<file path="src/rtl/caesar_clk_gate_if.sv">
// Handshake/status bundle between the caesar clock-gate controller and its surroundings.
interface caesar_clk_gate_if #(
    parameter int unsigned CNT_W = 32
);
    logic             cg_enable_i;
    logic             busy_i;
    logic             req_valid_i;
    logic             wake_i;
    logic             clr_stats_i;
    logic             clk_en_o;
    logic             req_ready_o;
    logic             gated_o;
    logic [CNT_W-1:0] gated_cycles_o;

    modport master (
        output cg_enable_i, busy_i, req_valid_i, wake_i, clr_stats_i,
        input  clk_en_o, req_ready_o, gated_o, gated_cycles_o
    );

    modport slave (
        input  cg_enable_i, busy_i, req_valid_i, wake_i, clr_stats_i,
        output clk_en_o, req_ready_o, gated_o, gated_cycles_o
    );
endinterface

</file>
<file path="src/rtl/caesar_clk_gate_ctrl.sv">
// Activity-driven clock-enable controller for the caesar clock-gate wrapper.
// Runs on the free-running clock; gates after an idle run, stalls requests during wake-up.
module caesar_clk_gate_ctrl #(
    parameter int unsigned IDLE_CYCLES = 16,
    parameter int unsigned WAKE_CYCLES = 2,
    parameter int unsigned CNT_W       = 32
) (
    input logic               clk_i,
    input logic               rst_ni,
    caesar_clk_gate_if.slave  bus
);
    localparam int unsigned IDLE_W = (IDLE_CYCLES > 1) ? $clog2(IDLE_CYCLES) : 1;
    localparam int unsigned WAKE_W = (WAKE_CYCLES > 1) ? $clog2(WAKE_CYCLES) : 1;

    if (IDLE_CYCLES < 1) begin : g_bad_idle
        $error("caesar_clk_gate_ctrl: IDLE_CYCLES must be >= 1");
    end

    typedef enum logic [1:0] {
        ST_ON   = 2'd0,
        ST_WAKE = 2'd1,
        ST_OFF  = 2'd2
    } state_e;

    state_e             state_q, state_d;
    logic [IDLE_W-1:0]  idle_q, idle_d;
    logic [WAKE_W-1:0]  wake_q, wake_d;
    logic               clk_en_q, clk_en_d;
    logic               ready_q, ready_d;
    logic               gated_q, gated_d;
    logic [CNT_W-1:0]   cnt_q, cnt_d;
    logic               activity;

    // State, counters and registered outputs
    always_ff @(posedge clk_i) begin
        if (!rst_ni) begin
            state_q  <= ST_ON;
            idle_q   <= '0;
            wake_q   <= '0;
            clk_en_q <= 1'b1;
            ready_q  <= 1'b1;
            gated_q  <= 1'b0;
            cnt_q    <= '0;
        end else begin
            state_q  <= state_d;
            idle_q   <= idle_d;
            wake_q   <= wake_d;
            clk_en_q <= clk_en_d;
            ready_q  <= ready_d;
            gated_q  <= gated_d;
            cnt_q    <= cnt_d;
        end
    end

    // Next-state, counter and output decode
    always_comb begin
        state_d  = state_q;
        idle_d   = '0;
        wake_d   = '0;
        activity = bus.busy_i | bus.req_valid_i | bus.wake_i;

        unique case (state_q)
            ST_ON: begin
                // Activity at the threshold cycle keeps us ON with the counter cleared
                if (bus.cg_enable_i && !activity) begin
                    if (idle_q == IDLE_W'(IDLE_CYCLES - 1)) begin
                        state_d = ST_OFF;
                    end else begin
                        idle_d = idle_q + IDLE_W'(1);
                    end
                end
            end
            ST_OFF: begin
                if (activity || !bus.cg_enable_i) begin
                    state_d = (WAKE_CYCLES == 0) ? ST_ON : ST_WAKE;
                end
            end
            ST_WAKE: begin
                // Fixed window: inputs during WAKE neither shorten nor restart it
                if (wake_q == WAKE_W'(WAKE_CYCLES - 1)) begin
                    state_d = ST_ON;
                end else begin
                    wake_d = wake_q + WAKE_W'(1);
                end
            end
            default: state_d = ST_ON;
        endcase

        clk_en_d = (state_d != ST_OFF);
        ready_d  = (state_d == ST_ON);
        gated_d  = (state_d == ST_OFF);

        cnt_d = cnt_q;
        if (bus.clr_stats_i) begin
            cnt_d = '0;
        end else if (!clk_en_q && (cnt_q != {CNT_W{1'b1}})) begin
            cnt_d = cnt_q + CNT_W'(1);
        end
    end

    assign bus.clk_en_o       = clk_en_q;
    assign bus.req_ready_o    = ready_q;
    assign bus.gated_o        = gated_q;
    assign bus.gated_cycles_o = cnt_q;
endmodule

</file>
<file path="src/flat_wrapper.sv">
// flat-port wrapper written by rule: the top's interface ports become plain ports
module caesar_clk_gate_ctrl_flat 
#(
    parameter int unsigned IDLE_CYCLES = 16,
    parameter int unsigned WAKE_CYCLES = 2,
    parameter int unsigned CNT_W       = 32
)
  (clk_i, rst_ni, bus_cg_enable_i, bus_busy_i, bus_req_valid_i, bus_wake_i, bus_clr_stats_i, bus_clk_en_o, bus_req_ready_o, bus_gated_o, bus_gated_cycles_o);
  caesar_clk_gate_if #(.CNT_W(CNT_W)) bus_i ();
  input logic clk_i;
  input logic rst_ni;
  input wire logic [$bits(bus_i.cg_enable_i)-1:0] bus_cg_enable_i;
  input wire logic [$bits(bus_i.busy_i)-1:0] bus_busy_i;
  input wire logic [$bits(bus_i.req_valid_i)-1:0] bus_req_valid_i;
  input wire logic [$bits(bus_i.wake_i)-1:0] bus_wake_i;
  input wire logic [$bits(bus_i.clr_stats_i)-1:0] bus_clr_stats_i;
  output wire logic [$bits(bus_i.clk_en_o)-1:0] bus_clk_en_o;
  output wire logic [$bits(bus_i.req_ready_o)-1:0] bus_req_ready_o;
  output wire logic [$bits(bus_i.gated_o)-1:0] bus_gated_o;
  output wire logic [$bits(bus_i.gated_cycles_o)-1:0] bus_gated_cycles_o;
  assign bus_i.cg_enable_i = bus_cg_enable_i;
  assign bus_i.busy_i = bus_busy_i;
  assign bus_i.req_valid_i = bus_req_valid_i;
  assign bus_i.wake_i = bus_wake_i;
  assign bus_i.clr_stats_i = bus_clr_stats_i;
  assign bus_clk_en_o = bus_i.clk_en_o;
  assign bus_req_ready_o = bus_i.req_ready_o;
  assign bus_gated_o = bus_i.gated_o;
  assign bus_gated_cycles_o = bus_i.gated_cycles_o;
  caesar_clk_gate_ctrl #(.IDLE_CYCLES(IDLE_CYCLES), .WAKE_CYCLES(WAKE_CYCLES), .CNT_W(CNT_W)) u_core (.clk_i(clk_i), .rst_ni(rst_ni), .bus(bus_i));
endmodule
</file>
<file path="config.mk">
export PLATFORM = sky130hd
export DESIGN_NAME = caesar_clk_gate_ctrl_flat
export DESIGN_NICKNAME = d
export VERILOG_FILES = /design/src/rtl/caesar_clk_gate_if.sv /design/src/rtl/caesar_clk_gate_ctrl.sv /design/src/flat_wrapper.sv
export SDC_FILE = /design/constraint.sdc
export NUM_CORES = 1
export LEC_CHECK = 0
export ABC_AREA = 1
export CORE_MARGIN = 3
export CORE_UTILIZATION = 53
export DETAILED_ROUTE_END_ITERATION = 8
export PLACE_DENSITY = 0.79
export SLEW_MARGIN = 0
export SYNTH_ARGS = -nofsm -noshare
export SYNTH_HDL_FRONTEND = slang
export SYNTH_SLANG_ARGS = --single-unit
</file>
<file path="constraint.sdc">
create_clock -name clk_i -period 2.4 [get_ports clk_i]
set_input_delay 0.48 -clock clk_i [delete_from_list [all_inputs] [get_ports clk_i]]
set_output_delay 0.48 -clock clk_i [all_outputs]
set_load 0.01 [all_outputs]
</file>
# Word level (Yosys, flattened, before mapping)
# Cells that the tools add are included.
totals:
  reg_bits: 42
  inputBits: 7
  out_inout_bits: 35
  word_cells: 38
op_classes:
  n_addsub: 3
  n_eq_ne: 6
  mux: 5
  bitwise: 6
  reduce_logical: 11
ops:
  columns: ["op", "count"]
  rows:
  - ["$add A32 B1 Y32 const B", 1]
  - ["$ne A32 B32 Y1 const B", 1]
  - ["$mux W2", 4]
  - ["$pmux W2 S3", 1]
  - ["$add A4 B1 Y4 const B", 1]
  - ["$eq A2 B2 Y1 const B", 2]
  - ["$eq A4 B4 Y1 const B", 1]
  - ["$logic_not A2 Y1", 2]
  - ["$not A1 Y1", 4]
  - ["$reduce_or A4 Y1", 1]
  - ["$logic_not A1 Y1", 3]
  - ["$reduce_or A3 Y1", 1]
  - ["$eq A2 B1 Y1 const B", 1]
  - ["$logic_and A1 B1 Y1", 2]
  - ["$ne A2 B2 Y1 const B", 1]
  - ["$or A1 B1 Y1", 2]
  - ["$reduce_or A2 Y1", 1]
  - ["$add A1 B1 Y1 const B", 1]
  - ["$logic_or A1 B1 Y1", 1]

# Logic depth before layout (Yosys ltp)
# Gate-level depths: netlist (run 1).
logic_depth:
  depth_word: 7
  ltp_mapped: 11
  mapped_depth_nobuf: 10

# Worst setup path before layout (run 1)
# No wires, ideal clock.
synth_timing:
  kind: "reg2reg"
  start: "reg u_core.cnt_q[0] (netlist: u_core.bus.gated_cycles_o[0])"
  end: "reg u_core.cnt_q[10] (netlist: u_core.bus.gated_cycles_o[10])"
  setup_ns: 0.143
  arrival_time_ns: 1.651
  required_time_ns: 2.257
  path_slack_ns: 0.606
  path_stages_with_launch: 12
  n_path_buf: 1
  synth_period_minus_slack_ns: 1.794
  cell_sequence: "dfxtp_1 > ha_1 > nand2_2 > nor2_4 > nand2_4 > nor2_4 > nand2_4 > nand2_4 > inv_2 > buf_2 > nand2_1 > a21oi_2"
synth_between:
  elab_chain_cells: 2
  word_cells_on_any_way: 3
  classes_between: "add/sub (1); eq/ne (1); reduce/logical (1)"
synth_lines:
  columns: ["element", "line", "rtl"]
  rows:
  - ["start: declaration", "caesar_clk_gate_ctrl.sv:31", "logic [CNT_W-1:0] cnt_q, cnt_d;"]
  - ["start signal: assignment", "caesar_clk_gate_ctrl.sv:51", "cnt_q <= cnt_d;"]
  - ["parallel branches: the longest is 2 deep, another holds $add A32 B1 Y32", null, null]
# Parallel ways; which one is timed is not known.
# A chain may end at the register's enable or synchronous reset.

# Final worst setup path (run 1)
layout_timing:
  start: "reg u_core.cnt_q[0] (netlist: u_core.bus.gated_cycles_o[0])"
  end: "reg u_core.cnt_q[23] (netlist: u_core.bus.gated_cycles_o[23])"
# Same word-level chain as after synthesis.

==> flow_metrics.env, run 1 <==
export IMPL_synth_cell_types=23
export IMPL_cts_setup_buffers=0
export IMPL_synthArstFlopShare_pct=0
export IMPL_drc=0
export IMPL_register_area_sq_um=841
export IMPL_gp_congestion=0.956
export IMPL_slowest_delay_ns=0.44
export IMPL_grt_pass1_vias=2215
export IMPL_arrival_ns=2.32
export IMPL_antennaDiodeCount=0
export IMPL_ant_nets=0
export IMPL_cp_end_kind="register"
export IMPL_status="completed"
export IMPL_holdCritStartpoint="u_core.idle_q[0]"
export IMPL_clockRootBuffer="clkbuf_8"
export IMPL_h_tree_depth=2
export IMPL_synth_warnings=0
export IMPL_synth_top_family_by_area="simple AND/OR/NAND/NOR gates"
export IMPL_yosys_mux_area_fraction_pct=0
export IMPL_wl_per_cell_um=12.3
export IMPL_grt_pass1_wl_mm=9.97
export IMPL_synth_most_common_cell="nand2_1"
export IMPL_r2r_start="u_core.bus.gated_cycles_o[0]"
export IMPL_cts_hold_buf=0
export IMPL_syn_area_per_cell_sq_um=6.36
export IMPL_path_cells="ha_1 > nand2_2 > nor2_4 > nand2_4 > nor2_4 > nand2_4 > nand2_4 > inv_2 > nand2_1 > a21oi_1"
export IMPL_cts_inserted_buffers=5
export IMPL_cp_data_required_time_ns=2.55
export IMPL_clkTransAtPathRegs_ns=0.08
export IMPL_globalRoute_totalOverflow=0
export IMPL_hpwl_mm=4.33
export IMPL_cts_sinks=42
export IMPL_min_delay_worst_endpoint="u_core.idle_q[0]"
export IMPL_syn_instance_count=385
export IMPL_synth_xor_area_share_pct=5.72
export IMPL_powerDensity_nw_per_um2=468
export IMPL_total_leakage_power_uw=0.00106
export IMPL_final_layout_size_suffix_gt1_share_pct=8.37
export IMPL_yosys_area_share_adder_pct=1.02
export IMPL_worstSetupPathType="reg -> reg"
export IMPL_clock_skew_final_ns=0.00594
export IMPL_period_minus_slack_ns=2.17
export IMPL_slew_headroom_pct=38.9
export IMPL_vias_per_cell=5.15
export IMPL_ys_ff_latch=42
export IMPL_reg2reg_depth=10
export IMPL_routed_via_count=2483
export IMPL_cts_tree="done"
export IMPL_finalSetupViolCount=0
export IMPL_synth_net_count=394
export IMPL_path_common_cell="nand2_4"
export IMPL_routed_wl_mm=5.91
export IMPL_rr_endpoint="u_core.bus.gated_cycles_o[23]"
export IMPL_synth_compound_area_share_pct=6.84
export IMPL_num_nets_final=438
export IMPL_min_path_type="reg -> reg"
export IMPL_core_area_sq_um=4410
export IMPL_cts_resized_gates=0
export IMPL_rsz0062_at_grt="no"
export IMPL_synth_simple_area_share_pct=43.9
export IMPL_worst_pin_slew_ns=0.916
export IMPL_tns_ns=0
export IMPL_num_rows=24
export IMPL_synthFlopType="dfxtp_1"
export IMPL_reg2reg_slack_ns=0.23
export IMPL_max_vdd_ir_drop_mv=0.419
export IMPL_crit_buf_inv=1
export IMPL_grt_max_degree=26
export IMPL_synth_top_cell_area_share_pct=34.3
export IMPL_die_w_um=74.0
export IMPL_finalPower_uw=1420
export IMPL_die_height_um=74.0
export IMPL_fin_crit_sh_pct=90.4
export IMPL_synth_largest_area_cell="dfxtp_1"
export IMPL_ioPinCount=42
export IMPL_die_area_sq_um=5470
export IMPL_final_hold_violation_count=0
export IMPL_clk_latency_ns=0.30
export IMPL_path_max_fanout=25
export IMPL_cts_buffer_depth=2
export IMPL_drt_iter0_drc=141
export IMPL_min_path_cells=1
export IMPL_synth_edff_count=0
export IMPL_n_fill_cell=394
export IMPL_grt_util_all_layers_pct=23.1
export IMPL_drv_slew=0
export IMPL_io_buffers=41
export IMPL_first_pass_iters=5
export IMPL_synthTopCellsByArea="dfxtp_1 (34%), nand2_1 (21%), nor2_1 (11%), inv_1 (5.2%), xor2_1 (3.9%)"
export IMPL_ys_seq_area_share_pct=34.3
export IMPL_synth_area_sq_um=2450
export IMPL_fmax_mhz=461
export IMPL_antenna_found_initial=0
export IMPL_multi_input_area_sq_um=1410
export IMPL_area_growth_pct=23.5
export IMPL_path_delay_family="simple AND/OR/NAND/NOR gates"
export IMPL_maxCapViolCount=0
export IMPL_start_util_pct=55.5
export IMPL_crit_path_start_kind="register"
export IMPL_slowest_stage="dfxtp_1"
export IMPL_ys_top_cells_by_count="nand2_1 (140), nor2_1 (74), dfxtp_1 (42), inv_1 (34), nand3_1 (15)"
-- cell type report --
class                           count  area share [%]
Clock inverter                      2            1.99
Clock buffer                        6            2.73
Timing Repair Buffer               44            14.3
Sequential cell                    42            27.8
Tap cell                           52            2.15
Multi-Input combinational cell    300            46.6
Inverter                           36            4.47
-- worst register-to-register path, delay by kind of cell, from the launching register on --
family	cells	cell delay (ns)
buf+inv	1	0.25
flops	1	0.44
compound gates	1	0.06
simple gates	7	1.01
fa+ha+maj	1	0.25
-- routing by layer --
metal / global-route usage (%) / routed length (um) / vias to the layer above
met5: 0 / 0 / -
met4: 8.05 / 79 / 0
met3: 5.14 / 427 / 8
met2: 37.2 / 2680 / 86
met1: 30.6 / 2720 / 1111
li1: - / - / 1278
-- state kept, by name (all words and copies together), names as in the netlist --
signal	cells
u_core.bus.gated_cycles_o	32
u_core.bus.req_ready_o	1
u_core.bus.clk_en_o	1
u_core.state_q	2
u_core.bus.gated_o	1
u_core.idle_q	4
u_core.wake_q	1
-- worst max-delay path by stage --
| stage | from | endpoint | slack [ns] | cells after the start |
|---|---|---|---|---|
| 4_1_cts | u_core.bus.gated_cycles_o[0] | u_core.bus.gated_cycles_o[15] | 0.25 | 10 |
| 6_report | u_core.bus.gated_cycles_o[0] | u_core.bus.gated_cycles_o[23] | 0.23 | 10 |
| 5_1_grt | u_core.bus.gated_cycles_o[0] | u_core.bus.gated_cycles_o[26] | 0.04 | 10 |
| 2_1_floorplan | u_core.bus.gated_cycles_o[0] | u_core.bus.gated_cycles_o[10] | 0.61 | 11 |
| 3_5_place_dp | u_core.bus.gated_cycles_o[0] | u_core.bus.gated_cycles_o[29] | 0.27 | 10 |
| 3_3_place_gp | u_core.bus.gated_cycles_o[0] | u_core.bus.gated_cycles_o[29] | 0.39 | 10 |
-- cell families (layout without fill, tap and decap cells) --
family / Yosys count / after routing
AND/OR/NAND/NOR: 256 / 256
buffers and inverters: 43 / 88
flip-flops: 42 / 42
AO/OA/AOI/OAI: 26 / 26
XOR/XNOR: 16 / 16
adder cells (fa/ha/maj): 2 / 2
-- report_power, final --
part,total [uW],switching [uW],internal [uW]
Sequential,696,0.219,696
Clock,693,250,444
Combinational,26.7,14.7,12.0
Total,1420,264,1150
-- cell usage in the layout (no fill, tap or decap), drive strengths merged --
cell,instances
a21oi,24
buf,3
bufinv,2
clkbuf,6
clkdlybuf4s50,41
clkinv,1
dfxtp,42
ha,2
inv,35
nand2,149
nand3,15
nand4,8
nor2,79
nor3,5
o21ai,2
xnor2,5
xor2,11
-- stage by stage --
step,utilization (%),cells,setup slack (ns),hold WS (ns),instance area [sq um]
after floorplan,-,385,0.606,0.418,2450
after global placement,65.3,474,0.388,0.433,2880
after detailed placement,65.3,474,0.274,0.445,2880
after CTS,68.5,482,0.245,0.459,3030
after global routing,68.5,482,0.0394,0.491,3030
final,68.5,482,0.230,0.457,3030
Power figures use the tool's default switching activity.
==> run 2, diff against run 1 <==
- HOLD_SLACK_MARGIN: default -> 0.08
- PLACE_DENSITY: 0.79 -> default
- PLACE_DENSITY_LB_ADDON: default -> 0.3
==> run 2 against run 1 <==
  * Worst hold slack got worse by 0.0064 ns
  * Highest routed layer unchanged
  * Largest power group unchanged
  * Register-to-register slack improved by 0.12 ns
  * Setup slack better by 0.12 ns
  * Combinational power grew 1%
  * Non-clock buffer count down 1
  * First-iteration DRC count up 23%
==> flow_metrics.env, run 2 (synthesis results as in run 1) <==
export IMPL_final_hold_violation_count=0
export IMPL_worstSetupPathType="reg -> reg"
export IMPL_io_buffers=41
export IMPL_globalRoute_totalOverflow=0
export IMPL_drc=0
export IMPL_cp_end_kind="register"
export IMPL_total_leakage_power_uw=0.00104
export IMPL_cts_inserted_buffers=5
export IMPL_slowest_delay_ns=0.44
export IMPL_switching_share_pct=20.5
export IMPL_fmax_mhz=488
export IMPL_cts_setup_buffers=0
export IMPL_worstSetupPathDepth=10
export IMPL_slowest_stage="dfxtp_1"
export IMPL_clkTransAtPathRegs_ns=0.08
export IMPL_cts_buffer_depth=2
export IMPL_die_height_um=74.0
export IMPL_final_core_util_pct=67.6
export IMPL_slew_headroom_pct=37.8
export IMPL_drv_slew=0
export IMPL_ioPinCount=42
export IMPL_num_nets_final=437
export IMPL_period_minus_slack_ns=2.05
export IMPL_p_int_uw=1010
export IMPL_max_vdd_ir_drop_mv=0.327
export IMPL_clk_latency_ns=0.29
export IMPL_worst_pin_slew_ns=0.932
export IMPL_ant_nets=0
export IMPL_gp_congestion=0.933
export IMPL_crit_buf_inv=1
export IMPL_area_growth_pct=21.8
export IMPL_tns_ns=0
export IMPL_core_area_sq_um=4410
export IMPL_routed_via_count=2466
export IMPL_path_max_fanout=25
export IMPL_reg2reg_depth=10
export IMPL_fin_crit_sh_pct=85.4
export IMPL_grt_pass1_vias=2214
export IMPL_final_common_cell="nand2_1"
export IMPL_hpwl_mm=4.34
export IMPL_drt_iter0_drc=174
export IMPL_path_delay_family="simple AND/OR/NAND/NOR gates"
export IMPL_die_w_um=74.0
export IMPL_path_common_cell="nand2_4"
export IMPL_h_tree_depth=2
export IMPL_cts_sinks=42
export IMPL_dp_slack_ns=0.355
export IMPL_path_cells="ha_1 > nand2_2 > nor2_4 > nand2_4 > nor2_4 > nand2_4 > nand2_4 > inv_2 > nand2_1 > a21oi_1"
export IMPL_crit_path_start_kind="register"
export IMPL_power_frac_clock_pct=43.3
export IMPL_grt_util_all_layers_pct=22.3
export IMPL_start_util_pct=55.5
export IMPL_antennaDiodeCount=0
export IMPL_antenna_found_initial=0
export IMPL_clockRootBuffer="clkbuf_8"
export IMPL_p_comb_share_pct=2.1
export IMPL_min_path_cells=1
export IMPL_mostFrequentLayoutCells="nand2_1 (140), nor2_1 (74), dfxtp_1 (42), clkdlybuf4s50_1 (41), inv_1 (34)"
export IMPL_final_layout_size_suffix_gt1_share_pct=8.16
export IMPL_fin_ws_ns=0.351
export IMPL_cts_resized_gates=0
export IMPL_vias_per_cell=5.13
export IMPL_grt_max_degree=26
export IMPL_stdcell_area_sq_um=2980
export IMPL_cp_data_required_time_ns=2.54
export IMPL_finalSetupViolCount=0
export IMPL_num_rows=24
export IMPL_finalPower_uw=1280
export IMPL_routed_wl_mm=5.67
export IMPL_powerDensity_nw_per_um2=428
export IMPL_largest_reg_flops=32
export IMPL_wl_per_cell_um=11.8
export IMPL_grt_pass1_wl_mm=9.69
export IMPL_arrival_ns=2.19
export IMPL_cts_tree="done"
export IMPL_maxCapViolCount=0
export IMPL_clock_skew_final_ns=0.00467
export IMPL_p_sw_uw=261
export IMPL_first_pass_iters=4
export IMPL_die_area_sq_um=5470
export IMPL_status="completed"
export IMPL_cts_hold_buf=0
export IMPL_rsz0062_at_grt="no"
export IMPL_min_path_type="reg -> reg"
export IMPL_seq_power_share_pct=54.6
export IMPL_placed_cell_area_sq_um=2880
run 2: per-stage QoR:
step | cells | hold WS [ns]
after CTS | 481 | 0.459
after detailed placement | 473 | 0.445
after global placement | 473 | 0.430
final | 481 | 0.451
after global routing | 481 | 0.492
after floorplan | 385 | 0.418
run 2: layout make-up:
type	instances	area [sq um]
fillers	419	1430
well taps	52	65.1
multi-input cells	300	1410
flip-flops and latches	42	841
clock inverters	3	40.0
clock buffers	5	68.8
inverters	36	135
repair buffers	43	425
run 2: worst register-to-register path: cells and delay by family (launching register included):
kind                       cells  cell delay, ns
and+or+nand+nor                7            0.93
DFF                            1            0.44
adders and majority gates      1            0.23
buffers and inverters          1            0.23
AOI/OAI and AO/OA              1            0.06
run 2: per-layer routing:
metal	GRT usage, %	wire, um	up-vias
li1	-	-	1273
met1	28.7	2630	1088
met2	37.9	2600	95
met3	3.92	365	10
met4	7.04	70	0
met5	0	0	-
run 2: power groups by stage:
stage | combinational [uW] | sequential (uW) | clock (uW)
floorplan | 13.0 | 713 | 0
global placement | 26.9 | 713 | 0
detailed placement | 27.4 | 713 | 0
CTS | 27.4 | 697 | 565
global route | 30.2 | 697 | 580
finish | 27.1 | 696 | 552
run 2: path summary, 6_finish.rpt:
path / slack [ns] / endpoint / startpoint
max: 0.35 / u_core.bus.gated_cycles_o[14] / u_core.bus.gated_cycles_o[0]
min: 0.45 / u_core.idle_q[0] / u_core.idle_q[0]
max reg2reg: 0.35 / u_core.bus.gated_cycles_o[14] / u_core.bus.gated_cycles_o[0]
min reg2reg: 0.45 / u_core.idle_q[0] / u_core.idle_q[0]
